`config.mk`:
```
export PLATFORM = sky130hd
export DESIGN_NAME = reset_sequencer
export DESIGN_NICKNAME = d
export VERILOG_FILES = /design/src/rtl/reset_sequencer.sv
export SDC_FILE = /design/constraint.sdc
export NUM_CORES = 1
export LEC_CHECK = 0
export CAP_MARGIN = 5
export CORE_MARGIN = 4
export CORE_UTILIZATION = 60
export DETAILED_ROUTE_END_ITERATION = 8
export PLACE_DENSITY_LB_ADDON = 0.12
export RECOVER_POWER = 25
export SLEW_MARGIN = 25
export SYNTH_ARGS = -nofsm -noshare
export SYNTH_HDL_FRONTEND = slang
export SYNTH_SLANG_ARGS = --single-unit
```
`constraint.sdc`:
```
create_clock -name CLK -period 2.25 [get_ports CLK]
set_clock_uncertainty 0.15 [all_clocks]
set_input_delay 0.3375 -clock CLK [delete_from_list [all_inputs] [get_ports CLK]]
set_output_delay 0.3375 -clock CLK [all_outputs]
set_load 0.005 [all_outputs]
```
`src/rtl/reset_sequencer.sv`:
```
// rtl/reset_sequencer.sv - staged reset release after hold time and filtered PLL lock
//
// Purpose: holds all stage resets for HOLD_CNT cycles, waits for LOCK_FILTER
// consecutive PLL_LOCKED samples, then releases RST_STAGE[0..NSTAGES-1] one per
// STAGE_DLY cycles. Lock loss or a soft request after release has begun restarts
// the whole sequence.
// Optional feature macro: RESET_SEQ_STATUS_EN (adds RESTART_CNT and LAST_CAUSE).
//
// Ports:
//   CLK          in   clock, rising edge
//   RST_N        in   synchronous active-low reset
//   PLL_LOCKED   in   PLL lock flag, synchronous to CLK
//   SOFT_RST_REQ in   1 = request full re-sequence
//   RST_STAGE    out  active-high stage resets, bit 0 released first
//   READY        out  all stages released
//   BUSY         out  sequence not in RUN
//   RESTART_CNT  out  saturating restart count (status build only)
//   LAST_CAUSE   out  01 lock loss, 10 soft request (status build only)

module reset_sequencer #(
  parameter int NSTAGES     = 4,
  parameter int HOLD_CNT    = 16,
  parameter int LOCK_FILTER = 4,
  parameter int STAGE_DLY   = 8
) (
  input  logic               CLK,
  input  logic               RST_N,
  input  logic               PLL_LOCKED,
  input  logic               SOFT_RST_REQ,
  output logic [NSTAGES-1:0] RST_STAGE,
  output logic               READY,
  output logic               BUSY
`ifdef RESET_SEQ_STATUS_EN
  ,
  output logic [7:0]         RESTART_CNT,
  output logic [1:0]         LAST_CAUSE
`endif
);

  localparam int IDXW = (NSTAGES > 1) ? $clog2(NSTAGES) : 1;
  localparam logic [15:0]     HOLD_LAST = 16'(HOLD_CNT - 1);
  localparam logic [15:0]     FILT_LAST = 16'(LOCK_FILTER - 1);
  localparam logic [15:0]     DLY_LAST  = 16'(STAGE_DLY - 1);
  localparam logic [IDXW-1:0] IDX_LAST  = IDXW'(NSTAGES - 1);

  typedef enum logic [1:0] {
    S_HOLD,
    S_WAIT_LOCK,
    S_RELEASE,
    S_RUN
  } state_t;

  state_t              state_q, state_d;
  logic [15:0]         hold_cnt_q, hold_cnt_d;
  logic [15:0]         filt_q, filt_d;
  logic [15:0]         dly_q, dly_d;
  logic [IDXW-1:0]     idx_q, idx_d;
  logic [NSTAGES-1:0]  rst_stage_q, rst_stage_d;
  logic                ready_q, ready_d;
  logic                busy_q, busy_d;
  logic                restart;
  logic                lock_loss;

  always_comb begin
    state_d     = state_q;
    hold_cnt_d  = hold_cnt_q;
    filt_d      = filt_q;
    dly_d       = dly_q;
    idx_d       = idx_q;
    rst_stage_d = rst_stage_q;
    restart     = 1'b0;
    lock_loss   = !PLL_LOCKED;

    case (state_q)
      S_HOLD: begin
        if (hold_cnt_q == HOLD_LAST) begin
          state_d    = S_WAIT_LOCK;
          hold_cnt_d = '0;
          filt_d     = '0;
        end else begin
          hold_cnt_d = hold_cnt_q + 16'd1;
        end
      end
      S_WAIT_LOCK: begin
        if (!PLL_LOCKED) begin
          filt_d = '0;
        end else if (filt_q == FILT_LAST) begin
          state_d = S_RELEASE;
          filt_d  = '0;
          idx_d   = '0;
          dly_d   = '0;
        end else begin
          filt_d = filt_q + 16'd1;
        end
      end
      S_RELEASE: begin
        // A restart request wins over a stage release due on the same edge.
        if (lock_loss || SOFT_RST_REQ) begin
          restart = 1'b1;
        end else if (dly_q == DLY_LAST) begin
          dly_d = '0;
          for (int i = 0; i < NSTAGES; i++) begin
            if (IDXW'(i) == idx_q) rst_stage_d[i] = 1'b0;
          end
          if (idx_q == IDX_LAST) state_d = S_RUN;
          else                   idx_d   = idx_q + 1'b1;
        end else begin
          dly_d = dly_q + 16'd1;
        end
      end
      S_RUN: begin
        if (lock_loss || SOFT_RST_REQ) restart = 1'b1;
      end
      default: state_d = S_HOLD;
    endcase

    // Re-assert every stage at once so downstream blocks never see a partial reset.
    if (restart) begin
      state_d     = S_HOLD;
      hold_cnt_d  = '0;
      filt_d      = '0;
      dly_d       = '0;
      idx_d       = '0;
      rst_stage_d = '1;
    end

    ready_d = (state_d == S_RUN);
    busy_d  = (state_d != S_RUN);
  end

  always_ff @(posedge CLK) begin
    if (!RST_N) begin
      state_q     <= S_HOLD;
      hold_cnt_q  <= '0;
      filt_q      <= '0;
      dly_q       <= '0;
      idx_q       <= '0;
      rst_stage_q <= '1;
      ready_q     <= 1'b0;
      busy_q      <= 1'b1;
    end else begin
      state_q     <= state_d;
      hold_cnt_q  <= hold_cnt_d;
      filt_q      <= filt_d;
      dly_q       <= dly_d;
      idx_q       <= idx_d;
      rst_stage_q <= rst_stage_d;
      ready_q     <= ready_d;
      busy_q      <= busy_d;
    end
  end

  assign RST_STAGE = rst_stage_q;
  assign READY     = ready_q;
  assign BUSY      = busy_q;

`ifdef RESET_SEQ_STATUS_EN
  logic [7:0] restart_cnt_q, restart_cnt_d;
  logic [1:0] last_cause_q, last_cause_d;

  always_comb begin
    restart_cnt_d = restart_cnt_q;
    last_cause_d  = last_cause_q;
    if (restart) begin
      if (restart_cnt_q != 8'hFF) restart_cnt_d = restart_cnt_q + 8'd1;
      // Lock loss is reported when both causes coincide.
      last_cause_d = lock_loss ? 2'b01 : 2'b10;
    end
  end

  always_ff @(posedge CLK) begin
    if (!RST_N) begin
      restart_cnt_q <= '0;
      last_cause_q  <= '0;
    end else begin
      restart_cnt_q <= restart_cnt_d;
      last_cause_q  <= last_cause_d;
    end
  end

  assign RESTART_CNT = restart_cnt_q;
  assign LAST_CAUSE  = last_cause_q;
`endif

endmodule

```
==> impl_summary.log <==
[metrics] result of the run: completed
[metrics] CP Data Required Time: around 2300 ps
[metrics] total routing usage reported by global routing: between 20% and 30%
[metrics] capturing point of the worst reg2reg path: filt_q[9]
[metrics] pin count of the biggest net entering global routing: 17
[metrics] final RePlAce weighted congestion: ~0.84
[metrics] type of element capturing the critical path: register
[metrics] number of distinct library cell variants in the gate-level netlist after synthesis: between 50 and 60
[metrics] worst-path maximum fanout: 10
[metrics] Top-Level Pins: 10
[metrics] crit path max-delay cell type: sky130_fd_sc_hd__nor4_1
[metrics] total detailed-routing wirelength: 5.87 mm
[metrics] instance count of the mapped netlist: 330
[metrics] Warnings, synthesis: 0
[metrics] transition time of the tightest slew-check pin: 583 ps
[metrics] input/output buffers: 9
[metrics] total setup violations reported at the end of the flow: 0
[metrics] setup repair after global routing missed its margin: no
[metrics] overall die area: between 0.005 and 0.006 mm2
[metrics] PwrDens: approximately 640 mW/mm2
[metrics] Worst R2R Setup Slack: 130 ps
[metrics] Final Cycle Share: 94.2%
[metrics] fraction of synthesized cell area taken by the top area cell type: 40.6%
[metrics] worst skew pair latency: ~340 ps
[metrics] count of nets after finishing: 359
[metrics] total global routing overflow: 0
[metrics] cell types occupying the most area after synthesis: sky130_fd_sc_hd__dfxtp_1 (41%), sky130_fd_sc_hd__nor2_1 (5.9%), sky130_fd_sc_hd__xor2_1 (4.9%)
[metrics] total iterations of the first detailed-routing run: 4
[metrics] Die Span Y: 77 um
[metrics] Avg Inst Size Synth: about 8.7 um2
[metrics] ys async rst share: 0%
[metrics] number of antenna violations at the first check in global routing: 0
[metrics] net count after synthesis: between 300 and 400
[metrics] number of nets still failing antenna checks after routing: 0
[metrics] Via density: around 6
[metrics] Reg-to-Reg Start: hold_cnt_q[1]
[metrics] number of sinks handled by clock tree synthesis: 58
[metrics] # rows: 24
[metrics] count of final hold-check violations: 0
[metrics] final number of max-transition violations: 0
[metrics] Critical Path, Cell by Cell: ha_1 -> nor4b_4 -> a41oi_2 -> nor4_1 -> xnor2_1 -> nor2_1
[metrics] #FFs+latches synth: 58
[metrics] total via count in the routed design: 2372
[metrics] Worst Setup Start Kind: register
[metrics] HPWL Detailed: between 3 and 4 mm
[metrics] via count of the first global-routing pass: 2253
[metrics] number of buffers inserted by post-CTS setup repair: 0
[metrics] deepest clock path buffer count: 2
[metrics] post-CTS clock slew at the launch and capture registers of the worst setup and hold paths: roughly 60 ps
[metrics] number of DRC markers in iteration 0: 94
[metrics] DR WL/cell: ~15 um
[metrics] cell area after technology mapping: about 0.0029 mm2
[metrics] floorplan core area: 0.00447 mm2
[metrics] Leakage Power: ~1.1 nW
[metrics] Max stage delay on crit path: approximately 440 ps
[metrics] biggest area consumer among synthesized cells: sky130_fd_sc_hd__dfxtp_1
[metrics] clock root buffer: sky130_fd_sc_hd__clkbuf_8
[metrics] Post-Place Cells: between 300 and 400
[metrics] final routed DRC violation total: 0
[metrics] post-route minimum period: around 2100 ps
[metrics] relative slew slack: between 60% and 70%
[metrics] Critical path destination: filt_q[9]
[metrics] # diodes: 0
[metrics] relative area change from synthesis to final layout: 13.3%
[metrics] classification of the worst-slack hold path: register to register
[metrics] number of H-tree levels: 3
[metrics] critical path type: register to register
[metrics] initial core utilization: 63.8%
[metrics] Worst Min Path Start: RST_STAGE[3]
[metrics] die width: between 70 and 80 um
[metrics] Highest Clock Rate: ~470 MHz
[metrics] TritonCTS clock tree: done
[metrics] number of CTS-inserted buffers: 9
[metrics] ys flop type: sky130_fd_sc_hd__dfxtp_1
[metrics] IR drop worst, VDD: 534 uV
[metrics] fraction of the core area covered by cells at the end of the flow: slightly above 70%
[metrics] count of maximum capacitance violations: 0
[metrics] CP startpoint: hold_cnt_q[1]
[metrics] non-filler cells, final: slightly above 400
[metrics] share of layout cells above drive strength 1: approximately a tenth
[metrics] number of enable-type register cells in the synthesized netlist: 0
[metrics] sequential-to-total area share from yosys stat: ~40%
[metrics] length in cells of the worst reg-to-reg path: 6
[metrics] Critical Path AT: approximately 2200 ps
[metrics] wire length of the first global-routing pass: a little over 10 mm
-- kinds of logic (layout without fill, tap and decap cells) --
family	Yosys count	after routing	share of synthesized area [%]
AOI/OAI and AO/OA	49	49	11.2
and+or+nand+nor	166	166	32.0
xor gates and xnor gates	31	31	9.51
adders and majority gates	7	7	3.07
buffers and inverters	17	39	2.85
muxes	2	2	0.701
DFF	58	58	40.6
-- stage by stage --
stage	setup WS [ps]	hold WS [ps]	setup TNS [ps]	area [um2]	total power [mW]
after global placement	37.7	283	0	3010	1.10
after floorplan	254	301	0	2860	1.09
after global routing	0.588	317	0	3240	2.14
final	131	294	0	3240	2.06
after CTS	6.99	304	0	3220	2.09
after detailed placement	-3.52	290	-4.62	3010	1.11
-- synthesized netlist by cell type, types with 3 or more instances --
library cell and instances:
sky130_fd_sc_hd__a21o_1 5, sky130_fd_sc_hd__a21oi_1 16, sky130_fd_sc_hd__and2_1 5, sky130_fd_sc_hd__and4_1 4
sky130_fd_sc_hd__buf_2 5, sky130_fd_sc_hd__dfxtp_1 58, sky130_fd_sc_hd__ha_1 7, sky130_fd_sc_hd__inv_1 8
sky130_fd_sc_hd__nand2_1 33, sky130_fd_sc_hd__nand3_1 13, sky130_fd_sc_hd__nand3b_1 3, sky130_fd_sc_hd__nand4_1 13
sky130_fd_sc_hd__nor2_1 45, sky130_fd_sc_hd__nor2b_1 3, sky130_fd_sc_hd__nor3_1 9, sky130_fd_sc_hd__nor4_1 9
sky130_fd_sc_hd__o21ai_0 13, sky130_fd_sc_hd__or3_1 10, sky130_fd_sc_hd__xnor2_1 15, sky130_fd_sc_hd__xor2_1 16
-- worst min-delay path by stage --
stage / endpoint / slack, ps / cells after the start
after global routing: RST_STAGE[1] / 320 / 1
final: RST_STAGE[3] / 290 / 1
after floorplan: RST_STAGE[3] / 300 / 1
after detailed placement: RST_STAGE[1] / 290 / 1
after CTS: RST_STAGE[1] / 300 / 1
after global placement: RST_STAGE[2] / 280 / 1
-- power by group --
| group | leakage, nW | internal (mW) | total (mW) | switching (mW) |
|---|---|---|---|---|
| clock network | 0.106 | 0.594 | 0.978 | 0.384 |
| logic | 0.540 | 0.0190 | 0.0472 | 0.0282 |
| registers | 0.468 | 1.03 | 1.04 | 0.00445 |
-- sequential cells by signal, summed over array words and instances (netlist names) --
signal,cells
dly_q,16
filt_q,16
hold_cnt_q,16
RST_STAGE,4
idx_q,2
state_q,2
BUSY,1
READY,1
-- critical path, delay by kind of cell, from the launching register on --
kind            cells  cell delay [ps]
compound gates      1              350
xor+xnor            1              160
flops               1              370
simple gates        3              740
fa+ha+maj           1              230
-- layer usage --
layer,vias to the layer above,GRT usage [%],wire length [um]
li1,1204,-,-
met1,1118,26.7,2860
met2,43,33.4,2730
met3,7,4.10,212
met4,0,10.7,79
met5,-,0,0
-- placed cells by master (no fill, tap or decap), types with 3 or more instances in the layout --
master,instances
sky130_fd_sc_hd__dfxtp_1,58
sky130_fd_sc_hd__nor2_1,45
sky130_fd_sc_hd__nand2_1,33
sky130_fd_sc_hd__a21oi_1,16
sky130_fd_sc_hd__xor2_1,16
sky130_fd_sc_hd__xnor2_1,15
sky130_fd_sc_hd__o21ai_0,13
sky130_fd_sc_hd__nand3_1,13
sky130_fd_sc_hd__nand4_1,13
sky130_fd_sc_hd__clkbuf_8,12
sky130_fd_sc_hd__or3_1,10
sky130_fd_sc_hd__nor3_1,9
sky130_fd_sc_hd__inv_1,8
sky130_fd_sc_hd__nor4_1,7
sky130_fd_sc_hd__ha_1,7
sky130_fd_sc_hd__dlygate4sd3_1,7
sky130_fd_sc_hd__buf_4,7
sky130_fd_sc_hd__a21o_1,5
sky130_fd_sc_hd__and4_1,4
sky130_fd_sc_hd__nor4_2,4
sky130_fd_sc_hd__and2_1,4
sky130_fd_sc_hd__nand3b_1,3
sky130_fd_sc_hd__nor2b_1,3
-- cell type report --
type	count	area, um2
clock buffer	13	169
clock inverter	2	35.0
fill	353	1240
inverter	8	30.0
multi-input combinational	255	1630
sequential	58	1160
tap	52	65.1
timing repair buffer	16	143
-- what timing repair did --
action	CTS	global route
endpoints found under the setup margin	0	16
hold buffers	0	0
resized for setup	0	3
No activity file was read; power rests on OpenSTA's default activity.
